File: config.mk
export PLATFORM = sky130hd
export DESIGN_NAME = instr_decode_stage
export DESIGN_NICKNAME = d
export VERILOG_FILES = /design/src/rtl/decode_pkg.sv /design/src/rtl/imm_extract.sv /design/src/rtl/instr_decode_stage.sv
export SDC_FILE = /design/constraint.sdc
export NUM_CORES = 1
export LEC_CHECK = 0
export ABC_CLOCK_PERIOD_IN_PS = 3100
export BUFFER_PORTS_ARGS = -buffer_cell sky130_fd_sc_hd__buf_2
export CAP_MARGIN = 20
export CORE_ASPECT_RATIO = 0.7
export CORE_MARGIN = 2
export CORE_UTILIZATION = 59
export CTS_CLUSTER_DIAMETER = 60
export DETAILED_ROUTE_END_ITERATION = 6
export GPL_TIMING_DRIVEN = 0
export PLACE_DENSITY = 0.9
export SLEW_MARGIN = 20
export SYNTH_ARGS = -nofsm -noshare
export SYNTH_HDL_FRONTEND = slang
export SYNTH_SLANG_ARGS = --single-unit
File: constraint.sdc
create_clock -name clk -period 3.1 [get_ports clk]
set_input_delay 0.31 -clock clk [delete_from_list [all_inputs] [get_ports clk]]
set_output_delay 0.31 -clock clk [all_outputs]
set_load 0.005 [all_outputs]
File: src/rtl/decode_pkg.sv
`default_nettype none
// +----------------------------------------------------------------------------+
// | decode_pkg : opcode constants and format class shared by the decode stage  |
// | Revision   : 1.0                                                           |
// +----------------------------------------------------------------------------+
package decode_pkg;

  localparam logic [6:0] c_op_op       = 7'b0110011;
  localparam logic [6:0] c_op_imm      = 7'b0010011;
  localparam logic [6:0] c_op_load     = 7'b0000011;
  localparam logic [6:0] c_op_jalr     = 7'b1100111;
  localparam logic [6:0] c_op_system   = 7'b1110011;
  localparam logic [6:0] c_op_misc_mem = 7'b0001111;
  localparam logic [6:0] c_op_store    = 7'b0100011;
  localparam logic [6:0] c_op_branch   = 7'b1100011;
  localparam logic [6:0] c_op_lui      = 7'b0110111;
  localparam logic [6:0] c_op_auipc    = 7'b0010111;
  localparam logic [6:0] c_op_jal      = 7'b1101111;
  localparam logic [6:0] c_op_imm_32   = 7'b0011011;
  localparam logic [6:0] c_op_op_32    = 7'b0111011;

  typedef enum logic [2:0] {
    FMT_R    = 3'd0,
    FMT_I    = 3'd1,
    FMT_S    = 3'd2,
    FMT_B    = 3'd3,
    FMT_U    = 3'd4,
    FMT_J    = 3'd5,
    FMT_NONE = 3'd7
  } fmt_e;

  // The decoded entry depends on XLEN/PC_W, so its struct typedef lives in the stage.
  function automatic logic [6:0] opcode_of(input logic [31:0] instr);
    return instr[6:0];
  endfunction

endpackage
`default_nettype wire

File: src/rtl/imm_extract.sv
`default_nettype none
// +----------------------------------------------------------------------------+
// | imm_extract : combinational format classification and immediate extraction |
// | Revision    : 1.0                                                          |
// +----------------------------------------------------------------------------+
module imm_extract
  import decode_pkg::*;
#(
  parameter int XLEN = 32
) (
  input  logic [31:0]     instr,
  output logic [XLEN-1:0] imm,
  output logic [2:0]      fmt,
  output logic            illegal
);

  localparam bit c_is_rv64 = (XLEN == 64);

  fmt_e               w_fmt;
  logic signed [11:0] w_imm_i;
  logic signed [11:0] w_imm_s;
  logic signed [12:0] w_imm_b;
  logic signed [20:0] w_imm_j;
  logic signed [31:0] w_imm_u;

  assign w_imm_i = instr[31:20];
  assign w_imm_s = {instr[31:25], instr[11:7]};
  assign w_imm_b = {instr[31], instr[7], instr[30:25], instr[11:8], 1'b0};
  assign w_imm_j = {instr[31], instr[19:12], instr[20], instr[30:21], 1'b0};
  assign w_imm_u = {instr[31:12], 12'b0};

  always_comb begin
    w_fmt = FMT_NONE;
    if (instr[1:0] == 2'b11) begin
      case (opcode_of(instr))
        c_op_op:      w_fmt = FMT_R;
        c_op_imm, c_op_load, c_op_jalr, c_op_system, c_op_misc_mem:
                      w_fmt = FMT_I;
        c_op_store:   w_fmt = FMT_S;
        c_op_branch:  w_fmt = FMT_B;
        c_op_lui, c_op_auipc:
                      w_fmt = FMT_U;
        c_op_jal:     w_fmt = FMT_J;
        c_op_imm_32:  if (c_is_rv64) w_fmt = FMT_I;
        c_op_op_32:   if (c_is_rv64) w_fmt = FMT_R;
        default:      w_fmt = FMT_NONE;
      endcase
    end
  end

  // Size casts of signed operands sign-extend to XLEN.
  always_comb begin
    imm = '0;
    case (w_fmt)
      FMT_I:   imm = XLEN'(w_imm_i);
      FMT_S:   imm = XLEN'(w_imm_s);
      FMT_B:   imm = XLEN'(w_imm_b);
      FMT_J:   imm = XLEN'(w_imm_j);
      FMT_U:   imm = XLEN'(w_imm_u);
      default: imm = '0;
    endcase
  end

  assign fmt     = w_fmt;
  assign illegal = (w_fmt == FMT_NONE);

endmodule
`default_nettype wire

File: src/rtl/instr_decode_stage.sv
`default_nettype none
// +----------------------------------------------------------------------------+
// | instr_decode_stage : registered RV32I/RV64I decode with 2-entry skid buffer |
// | Revision           : 1.0                                                   |
// +----------------------------------------------------------------------------+
module instr_decode_stage
  import decode_pkg::*;
#(
  parameter int XLEN = 32,
  parameter int PC_W = 32
) (
  input  logic            clk,
  input  logic            rst,
  input  logic            flush,
  input  logic            in_valid,
  output logic            in_ready,
  input  logic [31:0]     in_instr,
  input  logic [PC_W-1:0] in_pc,
  output logic            out_valid,
  input  logic            out_ready,
  output logic [XLEN-1:0] out_imm,
  output logic [4:0]      out_rd,
  output logic [4:0]      out_rs1,
  output logic [4:0]      out_rs2,
  output logic [2:0]      out_funct3,
  output logic [6:0]      out_funct7,
  output logic [2:0]      out_fmt,
  output logic            out_illegal,
  output logic [PC_W-1:0] out_pc
);

  typedef struct packed {
    logic [XLEN-1:0] imm;
    logic [4:0]      rd;
    logic [4:0]      rs1;
    logic [4:0]      rs2;
    logic [2:0]      funct3;
    logic [6:0]      funct7;
    fmt_e            fmt;
    logic            illegal;
    logic [PC_W-1:0] pc;
  } entry_t;

  typedef enum logic [1:0] {
    ST_EMPTY = 2'd0,
    ST_ONE   = 2'd1,
    ST_FULL  = 2'd2
  } state_e;

  localparam entry_t c_entry_rst = '{
    imm: '0, rd: '0, rs1: '0, rs2: '0, funct3: '0, funct7: '0,
    fmt: FMT_NONE, illegal: 1'b0, pc: '0
  };

  logic [XLEN-1:0] w_imm;
  logic [2:0]      w_fmt;
  logic            w_illegal;
  entry_t          w_dec;

  state_e r_state;
  state_e w_state_nxt;
  logic   r_in_ready;
  entry_t r_main;
  entry_t r_skid;
  logic   w_in_xfer;
  logic   w_out_xfer;
  logic   w_load_main_in;
  logic   w_load_main_skid;
  logic   w_load_skid;

  imm_extract #(
    .XLEN (XLEN)
  ) u_imm_extract (
    .instr   (in_instr),
    .imm     (w_imm),
    .fmt     (w_fmt),
    .illegal (w_illegal)
  );

  assign w_dec = '{
    imm:     w_imm,
    rd:      in_instr[11:7],
    rs1:     in_instr[19:15],
    rs2:     in_instr[24:20],
    funct3:  in_instr[14:12],
    funct7:  in_instr[31:25],
    fmt:     fmt_e'(w_fmt),
    illegal: w_illegal,
    pc:      in_pc
  };

  assign w_in_xfer  = in_valid & r_in_ready;
  assign w_out_xfer = (r_state != ST_EMPTY) & out_ready;

  always_comb begin
    w_state_nxt      = r_state;
    w_load_main_in   = 1'b0;
    w_load_main_skid = 1'b0;
    w_load_skid      = 1'b0;
    if (flush) begin
      w_state_nxt = ST_EMPTY;
    end else begin
      case (r_state)
        ST_EMPTY: begin
          if (w_in_xfer) begin
            w_state_nxt    = ST_ONE;
            w_load_main_in = 1'b1;
          end
        end
        ST_ONE: begin
          if (w_in_xfer && w_out_xfer) begin
            w_load_main_in = 1'b1;
          end else if (w_in_xfer) begin
            w_state_nxt = ST_FULL;
            w_load_skid = 1'b1;
          end else if (w_out_xfer) begin
            w_state_nxt = ST_EMPTY;
          end
        end
        ST_FULL: begin
          // in_ready is low here, so only the drain side can move.
          if (w_out_xfer) begin
            w_state_nxt      = ST_ONE;
            w_load_main_skid = 1'b1;
          end
        end
        default: w_state_nxt = ST_EMPTY;
      endcase
    end
  end

  always_ff @(posedge clk) begin
    if (rst) begin
      r_state    <= ST_EMPTY;
      r_in_ready <= 1'b1;
    end else begin
      r_state    <= w_state_nxt;
      r_in_ready <= (w_state_nxt != ST_FULL);
    end
  end

  always_ff @(posedge clk) begin
    if (rst) begin
      r_main <= c_entry_rst;
      r_skid <= c_entry_rst;
    end else begin
      if (w_load_main_in) begin
        r_main <= w_dec;
      end else if (w_load_main_skid) begin
        r_main <= r_skid;
      end
      if (w_load_skid) begin
        r_skid <= w_dec;
      end
    end
  end

  assign in_ready    = r_in_ready;
  assign out_valid   = (r_state != ST_EMPTY);
  assign out_imm     = r_main.imm;
  assign out_rd      = r_main.rd;
  assign out_rs1     = r_main.rs1;
  assign out_rs2     = r_main.rs2;
  assign out_funct3  = r_main.funct3;
  assign out_funct7  = r_main.funct7;
  assign out_fmt     = r_main.fmt;
  assign out_illegal = r_main.illegal;
  assign out_pc      = r_main.pc;

endmodule
`default_nettype wire

==> reports/metrics.cfg <==
[timing]
finalMaxSlewViolations=0
grt_setup_unrepaired=false
tns_ns=0
finalSetupViolCount=0
period_share_pct=72.9
layout_min_cycle_time_ns=2.26
tightest_slew_ns=0.974
hold_viol=0
fmax_mhz=443
slew_headroom_pct=34.9
skew_ns=0.00700

[clock_tree]
cts_root_buf=clkbuf_16
cts_setup_buffers=0
cts_tree=done
numCtsBuffers=17
cts.reportedPaths.clkPinSlew_ns=0.07
cts_num_sinks=189
clk_path_buf_depth=2
cts_resized=0
htree_num_levels=4
cts_hold_buf=0
insertion_delay_ns=0.43

[worst_setup_path]
cpPeakStageDelay_ns=0.86
slowest_stage=nor4b_2
worstSetupPathType=flip-flop to flip-flop
regToRegStartpoint=in_ready
cp_data_required_time_ns=3.47
worst-r2r-cell-count=5
crit_path_cell_trace=nand2_1, nor4b_2, clkbuf_1, o21ai_0, a21oi_1
r2r_slack_ns=0.84
start_kind=flip-flop
crit_start=in_ready
cp-end-kind=flip-flop
arrival_ns=2.63
worst-path-buf-inv=1
cp_max_fo=10
r2r-end=out_imm[17]
crit_end=out_imm[17]
path_depth=5
crit_family=simple AND/OR/NAND/NOR gates

[place]
dpl.cell_count=1300
portBuffers=161
place.gp.congestion=1.06
dp_hpwl_um=16800

[hold_path]
hold_class=input port to flip-flop

[drt]
drt_iter0_markers=801
drtAntennaViolNets=0
wl_um=24100
vias=8128
wl_per_cell_um=18.1
drc_errors=0
first_pass_iters=6
viasPerCell=6.10

[run]
maxCapViolCount=0

[finish]
n_antenna_cell=0
stdcell_count=1332
layout.area.seq_sq_mm=0.00378
drive_gt1_share_pct=21.8
final_util_pct=72.5
multi_input_area_sq_mm=0.00375
nets=1222
area_growth_pct=20.2
nFillCells=998

[synthesis]
netlist_top_cells_area=dfxtp_1, nand2_1, a21oi_1
yosys.area_share.simple_pct=21.0
syn_avg_cell_area_sq_um=8.14
yosysTopAreaCell=dfxtp_1
synthArstFlopShare_pct=0
synth_edf_count=0
ys_types=53
synth_ff_type=dfxtp_1
yosys_warnings=0
synthCells=973
synth_nets=1042
ys_seq_area_share_pct=47.8
synthAdderAreaFrac_pct=0
synth_xor_area_share_pct=0.111
ys_ff_latch=189
syn_area_sq_mm=0.00792
netlist.area_leader.share_pct=47.8
synthTopCellsByCount=nand2_1, dfxtp_1, a21oi_1
synth_mux_area_share_pct=2.92
synth-compound-area-share_pct=23.3
synth_top_family_by_area=compound AO/OA/AOI/OAI gates
post-synth-top-count-cell=nand2_1

[power_and_ir_drop]
max-vdd-ir-drop_v=0.000489
power_leakage_nw=3.70
p_per_area_mw_per_mm2=550
p_total_mw=5.24

[grt]
grt_use_total_pct=32.7
grt_max_degree=19
grt_overflow=0
grt_antenna_before_repair=0
grt_pass1_wl_um=36800
grt_pass1_vias=7249

[floorplanning]
io_pins=164
dieWidth_um=143
start_util_pct=60.3
die_h_um=101
std_cell_rows=35
die-area_sq_mm=0.0144
core_sq_mm=0.0131

[status]
outcome=finished, final reports clean

-- layer usage --
metal	vias to the layer above	GRT usage, %	wire [um]
met5	-	0	0
met4	0	9.82	418
met3	50	7.03	2970
met2	533	50.3	10600
met1	3776	46.6	10100
li1	3769	-	-
-- state kept, by name, summed over array words and instances (netlist names) --
name,count
r_skid,93
out_funct3,3
r_state,2
out_pc,32
out_funct7,7
out_rs2,5
out_imm,32
out_illegal,1
in_ready,1
out_rs1,5
out_rd,5
out_fmt,3
-- power breakdown --
group          switching, mW  leakage (nW)  internal, mW  total (mW)
clock                   1.04         0.284          1.16        2.20
combinational          0.297          1.88         0.187       0.484
sequential            0.0469          1.54          2.51        2.56
-- worst reg2reg max path: stages (launching register included) --
cell and delay (ns):
dfxtp_1 0.32, nand2_1 0.18, nor4b_2 0.86, clkbuf_1 0.53, o21ai_0 0.18, a21oi_1 0.13
-- metrics by stage --
stage	hold slack (ns)	setup slack (ns)	cell area [sq um]
4_1_cts	0.122	0.894	9520
6_report	0.126	0.841	9520
3_3_place_gp	0.442	0.845	8940
2_1_floorplan	0.435	1.39	7920
5_1_grt	0.127	0.653	9520
3_5_place_dp	0.447	0.823	8940
-- worst min path at each step --
stage | from | endpoint | cells after the start
after floorplan | r_skid[35] | r_skid[35] | 1
after global placement | r_skid[30] | r_skid[30] | 2
after detailed placement | r_skid[37] | r_skid[37] | 2
after CTS | in_pc[28] | r_skid[28] | 3
after global routing | in_pc[14] | r_skid[14] | 3
final | in_pc[21] | r_skid[21] | 3
-- logic make-up after synthesis --
kind of cell              Yosys count
and+or+nand+nor                   394
AOI/OAI and AO/OA                 277
DFF                               189
buffers and inverters              90
muxes                              22
xor gates and xnor gates            1
-- cell usage in the layout (no fill, tap or decap), types with 13 or more instances in the layout --
cell | synthesis | layout
nand2_1 | 268 | 268
dfxtp_1 | 189 | 189
buf_2 | 20 | 181
a21oi_1 | 120 | 120
nor2_1 | 73 | 73
a311oi_1 | 58 | 58
clkbuf_1 | 55 | 55
o21ai_0 | 47 | 47
clkbuf_16 | 0 | 17
mux2i_1 | 13 | 13
-- final cells by class --
class	instances	area share (%)
Buffer	85	3.93
Tap cell	166	2.18
Clock buffer	18	4.61
Sequential cell	189	39.7
Clock inverter	14	1.52
Timing Repair Buffer	161	8.46
Inverter	5	0.197
Multi-Input combinational cell	694	39.3
Power figures use the tool's default switching activity.
